### src/rtl/config_pkg.sv
// Core configuration record for the mul/div arbiter slice.
package config_pkg;

   typedef struct packed {
      int unsigned XLEN;
      int unsigned TRANS_ID_BITS;
   } cva6_cfg_t;

   localparam cva6_cfg_t cva6_cfg_empty = '{XLEN: 32'd64, TRANS_ID_BITS: 32'd3};

endpackage

### src/rtl/ariane_pkg.sv
// Shared types for the mul/div arbiter: operation encoding, issue payload and tag table entries.
package ariane_pkg;

   localparam int unsigned XLEN          = config_pkg::cva6_cfg_empty.XLEN;
   localparam int unsigned TRANS_ID_BITS = config_pkg::cva6_cfg_empty.TRANS_ID_BITS;

   typedef enum logic [3:0] {
      MUL, MULH, MULHU, MULHSU, MULW,
      DIV, DIVU, DIVW, DIVUW, REM, REMU, REMW, REMUW
   } fu_op_t;

   typedef struct packed {
      fu_op_t                   operation;
      logic [XLEN-1:0]          operand_a;
      logic [XLEN-1:0]          operand_b;
      logic [XLEN-1:0]          imm;
      logic [TRANS_ID_BITS-1:0] trans_id;
   } fu_data_t;

   typedef enum logic [1:0] {
      FREE,
      BUSY,
      SQUASHED
   } tag_state_e;

   typedef struct packed {
      tag_state_e               state;
      logic                     owner;
      logic [TRANS_ID_BITS-1:0] trans_id;
      logic                     is_div;
   } tag_entry_t;

   // The divider is the only unit that can refuse an issue, so only these ops look at mult_ready.
   function automatic logic is_div_op(input fu_op_t op);
      return op inside {DIV, DIVU, DIVW, DIVUW, REM, REMU, REMW, REMUW};
   endfunction

endpackage

### src/rtl/muldiv_tag_table.sv
// Internal tag storage: lowest-free allocation, result lookup, and flush/return bookkeeping.
module muldiv_tag_table
   import ariane_pkg::*;
#(
   parameter int unsigned NUM_TAGS = 4
) (
   input  logic                     clk_i,
   input  logic                     rst_ni,
   input  logic                     flush_i,
   input  logic                     alloc_i,
   input  logic                     alloc_owner_i,
   input  logic [TRANS_ID_BITS-1:0] alloc_trans_id_i,
   input  logic                     alloc_is_div_i,
   input  logic                     ret_valid_i,
   input  logic [TRANS_ID_BITS-1:0] ret_tag_i,
   output logic                     free_avail_o,
   output logic [TRANS_ID_BITS-1:0] free_tag_o,
   output logic                     ret_hit_o,
   output logic                     ret_owner_o,
   output logic [TRANS_ID_BITS-1:0] ret_trans_id_o
);

   tag_entry_t          tags_q [NUM_TAGS];
   tag_entry_t          tags_d [NUM_TAGS];
   logic [NUM_TAGS-1:0] ret_match;

   always_comb begin
      free_avail_o = 1'b0;
      free_tag_o   = '0;
      for (int i = 0; i < NUM_TAGS; i++) begin
         if (!free_avail_o && tags_q[i].state == FREE) begin
            free_avail_o = 1'b1;
            free_tag_o   = TRANS_ID_BITS'(i);
         end
      end
   end

   // Any return on a non-free tag retires it; only BUSY tags deliver a result to the owner.
   always_comb begin
      ret_match      = '0;
      ret_hit_o      = 1'b0;
      ret_owner_o    = 1'b0;
      ret_trans_id_o = '0;
      for (int i = 0; i < NUM_TAGS; i++) begin
         if (ret_valid_i && ret_tag_i == TRANS_ID_BITS'(i) && tags_q[i].state != FREE) begin
            ret_match[i] = 1'b1;
            if (tags_q[i].state == BUSY) begin
               ret_hit_o      = 1'b1;
               ret_owner_o    = tags_q[i].owner;
               ret_trans_id_o = tags_q[i].trans_id;
            end
         end
      end
   end

   always_comb begin
      for (int i = 0; i < NUM_TAGS; i++) begin
         tags_d[i] = tags_q[i];
         if (flush_i && tags_q[i].state == BUSY) begin
            tags_d[i].state = tags_q[i].is_div ? FREE : SQUASHED;
         end
         if (ret_match[i]) begin
            tags_d[i].state = FREE;
         end
         if (alloc_i && free_tag_o == TRANS_ID_BITS'(i)) begin
            tags_d[i].state    = BUSY;
            tags_d[i].owner    = alloc_owner_i;
            tags_d[i].trans_id = alloc_trans_id_i;
            tags_d[i].is_div   = alloc_is_div_i;
         end
      end
   end

   always_ff @(posedge clk_i or negedge rst_ni) begin
      if (!rst_ni) begin
         for (int i = 0; i < NUM_TAGS; i++) begin
            tags_q[i] <= '0;
         end
      end else begin
         for (int i = 0; i < NUM_TAGS; i++) begin
            tags_q[i] <= tags_d[i];
         end
      end
   end

endmodule

### src/rtl/muldiv_arbiter.sv
// Two-requester round-robin front end for the shared mul/div unit with tag-based result routing.
// Define MULDIV_ARB_STATS_EN to build the saturating grant/stall statistics counters.
module muldiv_arbiter
   import ariane_pkg::*;
#(
   parameter config_pkg::cva6_cfg_t CVA6Cfg  = config_pkg::cva6_cfg_empty,
   parameter int unsigned           NUM_TAGS = 4,
   parameter int unsigned           CNT_W    = 32
) (
   input  logic                             clk_i,
   input  logic                             rst_ni,
   input  logic                             flush_i,
   input  logic                             req0_valid_i,
   input  fu_data_t                         req0_fu_data_i,
   output logic                             req0_ready_o,
   input  logic                             req1_valid_i,
   input  fu_data_t                         req1_fu_data_i,
   output logic                             req1_ready_o,
   output fu_data_t                         fu_data_o,
   output logic                             mult_valid_o,
   input  logic                             mult_ready_i,
   input  logic                             mult_valid_i,
   input  logic [CVA6Cfg.TRANS_ID_BITS-1:0] mult_trans_id_i,
   input  logic [CVA6Cfg.XLEN-1:0]          result_i,
   output logic                             req0_res_valid_o,
   output logic [CVA6Cfg.TRANS_ID_BITS-1:0] req0_res_id_o,
   output logic [CVA6Cfg.XLEN-1:0]          req0_res_o,
   output logic                             req1_res_valid_o,
   output logic [CVA6Cfg.TRANS_ID_BITS-1:0] req1_res_id_o,
   output logic [CVA6Cfg.XLEN-1:0]          req1_res_o,
   output logic [CNT_W-1:0]                 req0_grant_cnt_o,
   output logic [CNT_W-1:0]                 req1_grant_cnt_o,
   output logic [CNT_W-1:0]                 stall_cnt_o
);

   logic                     rr_q, rr_d;
   logic                     div0, div1;
   logic                     elig0, elig1;
   logic                     grant, win;
   logic                     free_avail;
   logic [TRANS_ID_BITS-1:0] free_tag;
   logic                     ret_hit, ret_owner, res_fire;
   logic [TRANS_ID_BITS-1:0] ret_trans_id;

   // rr_q names the requester that wins a tie; rst_ni gating keeps ready low while reset is held.
   always_comb begin
      div0  = is_div_op(req0_fu_data_i.operation);
      div1  = is_div_op(req1_fu_data_i.operation);
      elig0 = rst_ni & req0_valid_i & free_avail & ~flush_i & (~div0 | mult_ready_i);
      elig1 = rst_ni & req1_valid_i & free_avail & ~flush_i & (~div1 | mult_ready_i);
      grant = elig0 | elig1;
      win   = (elig0 & elig1) ? rr_q : elig1;
      rr_d  = grant ? ~win : rr_q;

      req0_ready_o       = grant & ~win;
      req1_ready_o       = grant & win;
      mult_valid_o       = grant;
      fu_data_o          = win ? req1_fu_data_i : req0_fu_data_i;
      fu_data_o.trans_id = free_tag;
   end

   always_comb begin
      res_fire         = rst_ni & ret_hit & ~flush_i;
      req0_res_valid_o = res_fire & ~ret_owner;
      req1_res_valid_o = res_fire & ret_owner;
      req0_res_id_o    = ret_trans_id;
      req1_res_id_o    = ret_trans_id;
      req0_res_o       = result_i;
      req1_res_o       = result_i;
   end

   always_ff @(posedge clk_i or negedge rst_ni) begin
      if (!rst_ni) begin
         rr_q <= 1'b0;
      end else begin
         rr_q <= rr_d;
      end
   end

   muldiv_tag_table #(
      .NUM_TAGS (NUM_TAGS)
   ) i_tag_table (
      .clk_i            (clk_i),
      .rst_ni           (rst_ni),
      .flush_i          (flush_i),
      .alloc_i          (grant),
      .alloc_owner_i    (win),
      .alloc_trans_id_i (win ? req1_fu_data_i.trans_id : req0_fu_data_i.trans_id),
      .alloc_is_div_i   (win ? div1 : div0),
      .ret_valid_i      (mult_valid_i),
      .ret_tag_i        (mult_trans_id_i),
      .free_avail_o     (free_avail),
      .free_tag_o       (free_tag),
      .ret_hit_o        (ret_hit),
      .ret_owner_o      (ret_owner),
      .ret_trans_id_o   (ret_trans_id)
   );

`ifdef MULDIV_ARB_STATS_EN
   logic [CNT_W-1:0] grant0_cnt_q, grant0_cnt_d;
   logic [CNT_W-1:0] grant1_cnt_q, grant1_cnt_d;
   logic [CNT_W-1:0] stall_cnt_q, stall_cnt_d;

   // All counters stick at all-ones rather than wrapping.
   always_comb begin
      grant0_cnt_d = grant0_cnt_q;
      grant1_cnt_d = grant1_cnt_q;
      stall_cnt_d  = stall_cnt_q;
      if (req0_ready_o && !(&grant0_cnt_q)) begin
         grant0_cnt_d = grant0_cnt_q + CNT_W'(1);
      end
      if (req1_ready_o && !(&grant1_cnt_q)) begin
         grant1_cnt_d = grant1_cnt_q + CNT_W'(1);
      end
      if ((req0_valid_i || req1_valid_i) && !grant && !(&stall_cnt_q)) begin
         stall_cnt_d = stall_cnt_q + CNT_W'(1);
      end
   end

   always_ff @(posedge clk_i or negedge rst_ni) begin
      if (!rst_ni) begin
         grant0_cnt_q <= '0;
         grant1_cnt_q <= '0;
         stall_cnt_q  <= '0;
      end else begin
         grant0_cnt_q <= grant0_cnt_d;
         grant1_cnt_q <= grant1_cnt_d;
         stall_cnt_q  <= stall_cnt_d;
      end
   end

   assign req0_grant_cnt_o = grant0_cnt_q;
   assign req1_grant_cnt_o = grant1_cnt_q;
   assign stall_cnt_o      = stall_cnt_q;
`else
   assign req0_grant_cnt_o = '0;
   assign req1_grant_cnt_o = '0;
   assign stall_cnt_o      = '0;
`endif

endmodule
### config.mk
export PLATFORM = sky130hd
export DESIGN_NAME = muldiv_arbiter
export DESIGN_NICKNAME = d
export VERILOG_FILES = /design/src/rtl/config_pkg.sv /design/src/rtl/ariane_pkg.sv /design/src/rtl/muldiv_tag_table.sv /design/src/rtl/muldiv_arbiter.sv
export SDC_FILE = /design/constraint.sdc
export NUM_CORES = 1
export LEC_CHECK = 0
export CORE_AREA = 2 2 351 353
export DETAILED_ROUTE_END_ITERATION = 7
export DIE_AREA = 0 0 353 355
export GPL_TIMING_DRIVEN = 0
export PLACE_DENSITY = 0.33
export SLEW_MARGIN = 20
export SYNTH_ARGS = -nofsm -noshare
export SYNTH_HDL_FRONTEND = slang
export SYNTH_HIERARCHICAL = 1
export SYNTH_SLANG_ARGS = --single-unit
### constraint.sdc
create_clock -name clk_i -period 6.34 [get_ports clk_i]
set_clock_uncertainty 0.1 [all_clocks]
set_input_delay 1.268 -clock clk_i [delete_from_list [all_inputs] [get_ports clk_i]]
set_output_delay 1.268 -clock clk_i [all_outputs]
set_load 0.05 [all_outputs]
# Yosys cells after proc, flatten, opt, wreduce, memory -nomap -nowiden
# Cells that the tools add are included.
# totals
elab_cells	159
input_bits	472
regBits	29
out_inout_bits	434
# op_classes
mux	55
n_eq_ne	26
bitwise_logic	23
reduce_logical	38
# ops
op	count
$mux W199	1
$eq A4 B4 Y1 const B	10
$mux W2	14
$mux W7	4
$mux W1	27
$mux W3	9
$eq A4 B3 Y1 const B	6
$logic_and A1 B1 Y1	19
$reduce_bool A8 Y1	2
$and A1 B1 Y1	15
$reduce_bool A3 Y1	4
$eq A2 B1 Y1 const B	5
$logic_not A2 Y1	4
$reduce_bool A2 Y1	4
$eq A3 B2 Y1 const B	2
$logic_not A3 Y1	2
$not A1 Y1	5
$eq A2 B2 Y1 const B	2
$eq A3 B1 Y1 const B	1
$logic_not A1 Y1	3
$or A1 B1 Y1	3

# Logic depth before layout (Yosys ltp)
# Gate-level depths: netlist of the first run.
# depth
ltp_word	18
ltp_mapped	9
ltp_nobuf	7

# Hierarchy
# Netlist of the first run, hierarchy kept.
# by_module_without_submodules
module	area_per_inst_um2	cells_each	n_inst
muldiv_arbiter	4398.0	478	1
muldiv_tag_table	1380.1	116	1

# Worst setup path before layout of the first run
# No wires, ideal clock.
# synth_timing
path_type	input to output
from	input port mult_trans_id_i[0]
to	output port req1_res_id_o[0]
path_slack_ps	1547
cell_stages	5
arrival_ps	3425
n_path_buf	1
t_required_ps	4972
path_cell_list	nor4b_4 -> and3b_2 -> a221oi_1 -> o21ai_0 -> buf_4
# synth_via
elab_chain_len	10
word_cells_on_any_way	19
cone_classes	eq/ne (3); mux (7); reduce/logical (9)
# synth_rtl
element	line_no	source
start, declared	muldiv_arbiter.sv:23	input logic [CVA6Cfg.TRANS_ID_BITS-1:0] mult_trans_id_i,
$logic_not A3 Y1	muldiv_tag_table.sv:45	if (ret_valid_i && ret_tag_i == TRANS_ID_BITS'(i) && tags_q[i].state != FREE) begin
$logic_and A1 B1 Y1 (2 in a row)	muldiv_tag_table.sv:45	
$mux W3	muldiv_tag_table.sv:45	
$mux W3	muldiv_tag_table.sv:47	if (tags_q[i].state == BUSY) begin
$mux W3	muldiv_tag_table.sv:45	
$mux W3	muldiv_tag_table.sv:47	
$mux W3	muldiv_tag_table.sv:45	
$mux W3	muldiv_tag_table.sv:47	
$mux W3 (*)	muldiv_tag_table.sv:45	
end, declared	muldiv_arbiter.sv:29	output logic [CVA6Cfg.TRANS_ID_BITS-1:0] req1_res_id_o,
# Every way passes the cells marked *; elsewhere a longest branch is shown, timed or not.

==> results.json, run 1 <==
{
  "first_pass_iters": 6,
  "crit_path_cell_trace": "clkdlybuf4s50_1 -> o21ai_1 -> mux2i_1 -> a211oi_4 -> buf_4 -> buf_6 -> buf_6 -> mux2_1 -> clkdlybuf4s50_1",
  "path_clk_slew_ns": 0.05,
  "coreArea_mm2": 0.121,
  "die_h_um": 355,
  "cts_made_buffers": 5,
  "synthesis.area_mm2": 0.00578,
  "async_reset_ff_share_pct": 100,
  "worst-setup-path-type": "input port to output port",
  "die-area_mm2": 0.125,
  "grt_pass1_wl_um": 72900,
  "clock_latency_ns": 0.27,
  "p_leak_uw": 0.00611,
  "fmax_mhz": 166,
  "setup_violations": 0,
  "synth_edf_count": 0,
  "clkSinkCount": 29,
  "antenna_found_initial": 51,
  "peakVddDrop_v": 0.0000829,
  "ys.flop_type": "dfrtp_1",
  "grt_util_met3_pct": 3.63,
  "cts-root-buf": "clkbuf_16",
  "timing.final.ws_setup_ns": 0.316,
  "cp_slowest_cell": "clkdlybuf4s50_1",
  "rows": 128,
  "period_share_pct": 95.0,
  "drcViolationCount": 0,
  "dpl_cell_area_mm2": 0.0156,
  "fin_nets": 1914,
  "start_util_pct": 4.76,
  "io_buffers": 744,
  "area_growth_pct": 174,
  "ys_seq_elements": 29,
  "grt_setup_unrepaired": "no",
  "post-route-cell-area_mm2": 0.0158,
  "finalMaxSlewViolations": 0,
  "outcome": "complete, no violations",
  "ys_types": 43,
  "dr.first_iter.drc_count": 165,
  "worst_hold_slack_ns": 0.400,
  "ys_seq_area_share_pct": 12.6,
  "synth_common_cells": "buf_4 (228), mux2_1 (199), dfrtp_1 (29), buf_6 (22), mux2_2 (16)",
  "grt_pass1_vias": 7852,
  "synthCells": 594,
  "ctsHtreeMaxLevel": 2,
  "clk_path_buf_depth": 2,
  "crit_path_max_fanout": 10,
  "cpPeakStageDelay_ns": 0.76,
  "grt_max_degree": 31,
  "synth_top_area_share_pct": 38.8,
  "pwr_density_cell_mw_per_mm2": 138,
  "drv_cap": 0,
  "hp-class": "flip-flop to flip-flop",
  "drive_gt1_share_pct": 20.4,
  "synth_area_leader_cell": "mux2_1",
  "detail_route.wl_per_cell_um": 18.6,
  "post-route-min-period_ns": 6.02,
  "critPathArrivalTime_ns": 4.66,
  "met1_usage_pct": 9.47,
  "tightest_slew_ns": 0.904,
  "yosysWarnings": 6,
  "critical_path.top_delay_family": "buffers and inverters",
  "gp_congestion": 0.883,
  "critPathLaunchType": "input port",
  "dieWidth_um": 353,
  "grt_most_used_layer": "met2",
  "vias": 7436,
  "grt_remaining_overflow": 0,
  "ios": 906,
  "slew-limit-headroom_pct": 39.5,
  "dp_slack_ns": -0.404,
  "avgSynthCellArea_um2": 9.73,
  "critPathBufInv": 5,
  "post_drt_via_cell_ratio": 2.41,
  "ant_nets": 0,
  "synth_most_common_cell": "buf_4",
  "cp-end-kind": "output port",
  "hold_viol_final": 0,
  "synthTopCellsByArea": "mux2_1 (39%), buf_4 (30%), dfrtp_1 (13%), buf_6 (4.3%), mux2_2 (3.1%)",
  "wl_um": 57400,
  "grt_use_total_pct": 8.59,
  "grt_util_met2_pct": 15.3,
  "p_total_uw": 2190,
  "cp.required_ns": 4.97,
  "r2r_setup_slack_ns": 3.16,
  "cts_tree": "done",
  "hpwlAfterDp_um": 54000
}
## worst paths after layout
kind                                          end                   start  cells past startpoint
min in group asynchronous   i_tag_table/tags_q[3]                  rst_ni                      1
max in group asynchronous  i_tag_table/tags_q[21]                  rst_ni                      1
min                         i_tag_table/tags_q[2]   i_tag_table/tags_q[2]                      1
min reg2reg                 i_tag_table/tags_q[2]   i_tag_table/tags_q[2]                      1
max                                 fu_data_o[42]     req0_fu_data_i[195]                      9
max reg2reg                 i_tag_table/tags_q[8]  i_tag_table/tags_q[26]                     10
## logic make-up after synthesis
kind of cell / share of synthesized area, %
buf+inv: 34.5
mux: 43.5
simple gates: 5.00
compound gates: 4.01
flops: 12.6
xor+xnor: 0.303
other cells: 0.130
## cells in the final DEF, fill, tap and decap left out, types with 3 or more instances in the layout
master             n
inv_1              7
conb_1            97
dfrtp_1           29
buf_6             22
o21ai_1            3
a221oi_1           3
a31oi_1            4
buf_4            231
clkbuf_16          5
mux2_1           199
o21ai_0           13
mux2_2            16
clkdlybuf4s50_1  741
diode_2           15
nor2b_1            5
nand2_1            9
mux2_4             5
nor2_1            14
## metrics by stage
step                      utilization, %  setup TNS, ns  std cells
final                               13.0              0       3082
after detailed placement            12.9          -5.69       3058
after floorplan                        -              0        689
after global placement              12.9        -150.48       3058
after global routing                13.0              0       3073
after CTS                           13.0              0       3067
## sequential cells by signal, summed over array words and instances (netlist names)
name                count
i_tag_table/tags_q     28
rr_q                    1
## worst register-to-register path, cell delays in order, from the launching register on
cell      delay (ns)
dfrtp_1         0.42
o22a_2          0.29
and2b_2         0.22
o21ai_0         0.16
nand3_1         0.24
a211oi_4        0.27
buf_4           0.16
buf_6           0.23
buf_6           0.22
mux2_1          0.45
mux2_2          0.30
## what timing repair did
item / 4_1_cts / 5_1_grt
setup endpoints to repair: 121 / 0
resized for setup: 4 / 0
hold buffers: 0 / 0
setup buffers: 2 / 0
endpoints found under the hold margin: 0 / 0
## power by group
part           switching, uW  internal (uW)
clock                   78.4            154
combinational            947            695
sequential              51.5            260
total                   1080           1110
## layer usage
metal | wire [um] | part of all wire, %
met5 | 61 | 0.11
met4 | 1330 | 2.3
met3 | 6900 | 12
met2 | 28500 | 50
met1 | 20600 | 36
## area by class of cell
cell class | count | area [um^2]
Tap cell | 1625 | 2030
Buffer | 251 | 1960
Sequential cell | 29 | 726
Clock buffer | 7 | 143
Multi-Input combinational cell | 402 | 3420
Antenna cell | 15 | 37.5
Inverter | 7 | 26.3
Timing Repair Buffer | 746 | 7460
Fill cell | 14000 | 106000
Power figures use the tool's default switching activity.
==> run 2: changes to the inputs <==
--- a/config.mk
+++ b/config.mk
@@ -5,9 +5,9 @@
 export SDC_FILE = /design/constraint.sdc
 export NUM_CORES = 1
 export LEC_CHECK = 0
-export CORE_AREA = 2 2 351 353
+export CORE_AREA = 2 2 356 358
 export DETAILED_ROUTE_END_ITERATION = 7
-export DIE_AREA = 0 0 353 355
+export DIE_AREA = 0 0 358 360
 export GPL_TIMING_DRIVEN = 0
 export PLACE_DENSITY = 0.33
 export SLEW_MARGIN = 20
==> constraint.sdc (replaced) <==
create_clock -name clk_i -period 6.1 [get_ports clk_i]
set_clock_uncertainty 0.1 [all_clocks]
set_input_delay 1.22 -clock clk_i [delete_from_list [all_inputs] [get_ports clk_i]]
set_output_delay 1.22 -clock clk_i [all_outputs]
set_load 0.05 [all_outputs]
==> run 2 against run 1 <==
Effect of this change:
- combinational power rose by 4%
- utilization fell by 0.33 points
- total power rose by 4.2%
- sequential power rose by 4%
- setup slack got worse by 0.16 ns
- critical path depth did not move
- flip-flop and latch count did not move
- final area rose by 0.29%
- non-clock buffer count rose by 1
- die area rose by 2.8%
- first-iteration DRC count rose by 11%
- register-to-register slack got worse by 0.18 ns
- largest cell class unchanged
==> results.json, run 2 (same netlist as run 1, synthesis figures left out) <==
{
  "ctsHtreeMaxLevel": 2,
  "setup_violations": 0,
  "grt_use_total_pct": 8.57,
  "dr.first_iter.drc_count": 183,
  "path_clk_slew_ns": 0.05,
  "io_buffers": 744,
  "critical_path.top_delay_family": "buffers and inverters",
  "post-route-min-period_ns": 5.95,
  "outcome": "complete, no violations",
  "highest_layer": "met5",
  "dieWidth_um": 358,
  "rows": 130,
  "multi_input_area_mm2": 0.00342,
  "wl_met2_um": 29200,
  "fin_nets": 1915,
  "worst-setup-path-type": "input port to output port",
  "tns_ns": 0,
  "grt_pass1_wl_um": 74100,
  "dp_slack_ns": -0.293,
  "peakVddDrop_v": 0.0000945,
  "critPathArrivalTime_ns": 4.63,
  "wl_um": 59000,
  "antenna_found_initial": 53,
  "cts_tree": "done",
  "p_leak_uw": 0.00613,
  "nFillCells": 14300,
  "area_growth_pct": 174,
  "regArea_um2": 726,
  "cp_slowest_cell": "clkdlybuf4s50_1",
  "grt_pass1_vias": 7988,
  "cp-end-kind": "output port",
  "pwr_density_cell_mw_per_mm2": 144,
  "detail_route.wl_per_cell_um": 19.0,
  "ant_nets": 0,
  "grt_remaining_overflow": 0,
  "drive_gt1_share_pct": 20.5,
  "start_util_pct": 4.63,
  "grt_max_degree": 31,
  "period_share_pct": 97.5,
  "vias": 7479,
  "wl_met3_um": 6880,
  "critPathLaunchType": "input port",
  "mostFrequentLayoutCells": "clkdlybuf4s50_1 (741), buf_4 (232), mux2_1 (199), conb_1 (97), dfrtp_1 (29)",
  "cts-root-buf": "clkbuf_16",
  "post_drt_via_cell_ratio": 2.41,
  "drv_cap": 0,
  "final_common_cell": "clkdlybuf4s50_1",
  "die_h_um": 360,
  "crit_path_max_fanout": 10,
  "slew-limit-headroom_pct": 48.2,
  "tightest_slew_ns": 0.775,
  "fmax_mhz": 168,
  "cpPeakStageDelay_ns": 0.80,
  "cp.required_ns": 4.78,
  "p_total_uw": 2280,
  "critPathBufInv": 5,
  "ios": 906,
  "top_register": "i_tag_table/tags_q",
  "clock_latency_ns": 0.27,
  "first_pass_iters": 4,
  "hp-class": "flip-flop to flip-flop",
  "timing.final.ws_setup_ns": 0.155,
  "cts_made_buffers": 5,
  "largest_registers": "i_tag_table/tags_q: 28 flops, rr_q: 1 flops",
  "finalMaxSlewViolations": 0,
  "gp_congestion": 0.849,
  "grt_setup_unrepaired": "no",
  "die-area_mm2": 0.129,
  "largest_reg_flops": 28,
  "hold_buffers": 0,
  "crit_path_cell_trace": "clkdlybuf4s50_1 -> o21ai_1 -> mux2_2 -> a211oi_4 -> buf_4 -> buf_6 -> buf_6 -> mux2_1 -> clkdlybuf4s50_1",
  "clk_path_buf_depth": 2,
  "clkSinkCount": 29,
  "hpwlAfterDp_um": 55800,
  "wl_met1_um": 21800,
  "hold_viol_final": 0,
  "coreArea_mm2": 0.125,
  "drcViolationCount": 0
}
## run 2: final timing paths
check	depth (start not counted)	slack (ns)	from	to
setup / recovery	9	0.15	req1_fu_data_i[195]	fu_data_o[96]
hold / removal	1	0.40	i_tag_table/tags_q[1]	i_tag_table/tags_q[1]
setup reg to reg	10	2.98	i_tag_table/tags_q[26]	i_tag_table/tags_q[9]
hold reg to reg	1	0.40	i_tag_table/tags_q[1]	i_tag_table/tags_q[1]
max in group asynchronous	1	4.83	rst_ni	i_tag_table/tags_q[23]
min in group asynchronous	1	0.77	rst_ni	i_tag_table/tags_q[27]
## run 2: cell type report
cell class                      instances  share of cell area, %
Clock inverter                          1                 0.0316
Timing Repair Buffer                  747                   47.1
Multi-Input combinational cell        402                   21.6
Tap cell                             1650                   13.0
Antenna cell                           13                  0.205
Inverter                                7                  0.166
Sequential cell                        29                   4.58
Clock buffer                            7                  0.963
Buffer                                251                   12.4
## run 2: through the flow
stage | area, um^2 | utilization [%] | hold WS [ns] | std cells
5_1_grt | 15800 | 12.7 | 0.410 | 3101
2_1_floorplan | 6130 | - | 0.364 | 689
6_report | 15900 | 12.7 | 0.405 | 3107
3_3_place_gp | 15600 | 12.5 | 0.388 | 3083
4_1_cts | 15800 | 12.7 | 0.401 | 3094
3_5_place_dp | 15600 | 12.5 | 0.393 | 3083
## run 2: power breakdown
group	switching [uW]	internal, uW
logic	979	723
registers	52.4	270
clock network	81.9	172
total	1110	1160
## run 2: metal layers
metal	vias up	global-route usage, %
li1	3450	-
met2	504	15.0
met4	24	2.16
met5	-	0
met1	3425	9.12
met3	76	4.18
## run 2: worst reg2reg max path: stages, from the launching register on
cell and delay [ns]:
dfrtp_1 0.42, o22a_2 0.28, and2b_2 0.22, o21ai_0 0.15, nand3_1 0.23, a211oi_4 0.27, buf_4 0.15, buf_6 0.22
buf_6 0.21, mux2_1 0.45, mux2_2 0.30
## run 2: what timing repair did
item	CTS	global route
endpoints found under the setup margin	148	0
setup buffers	3	0
resized for setup	3	0
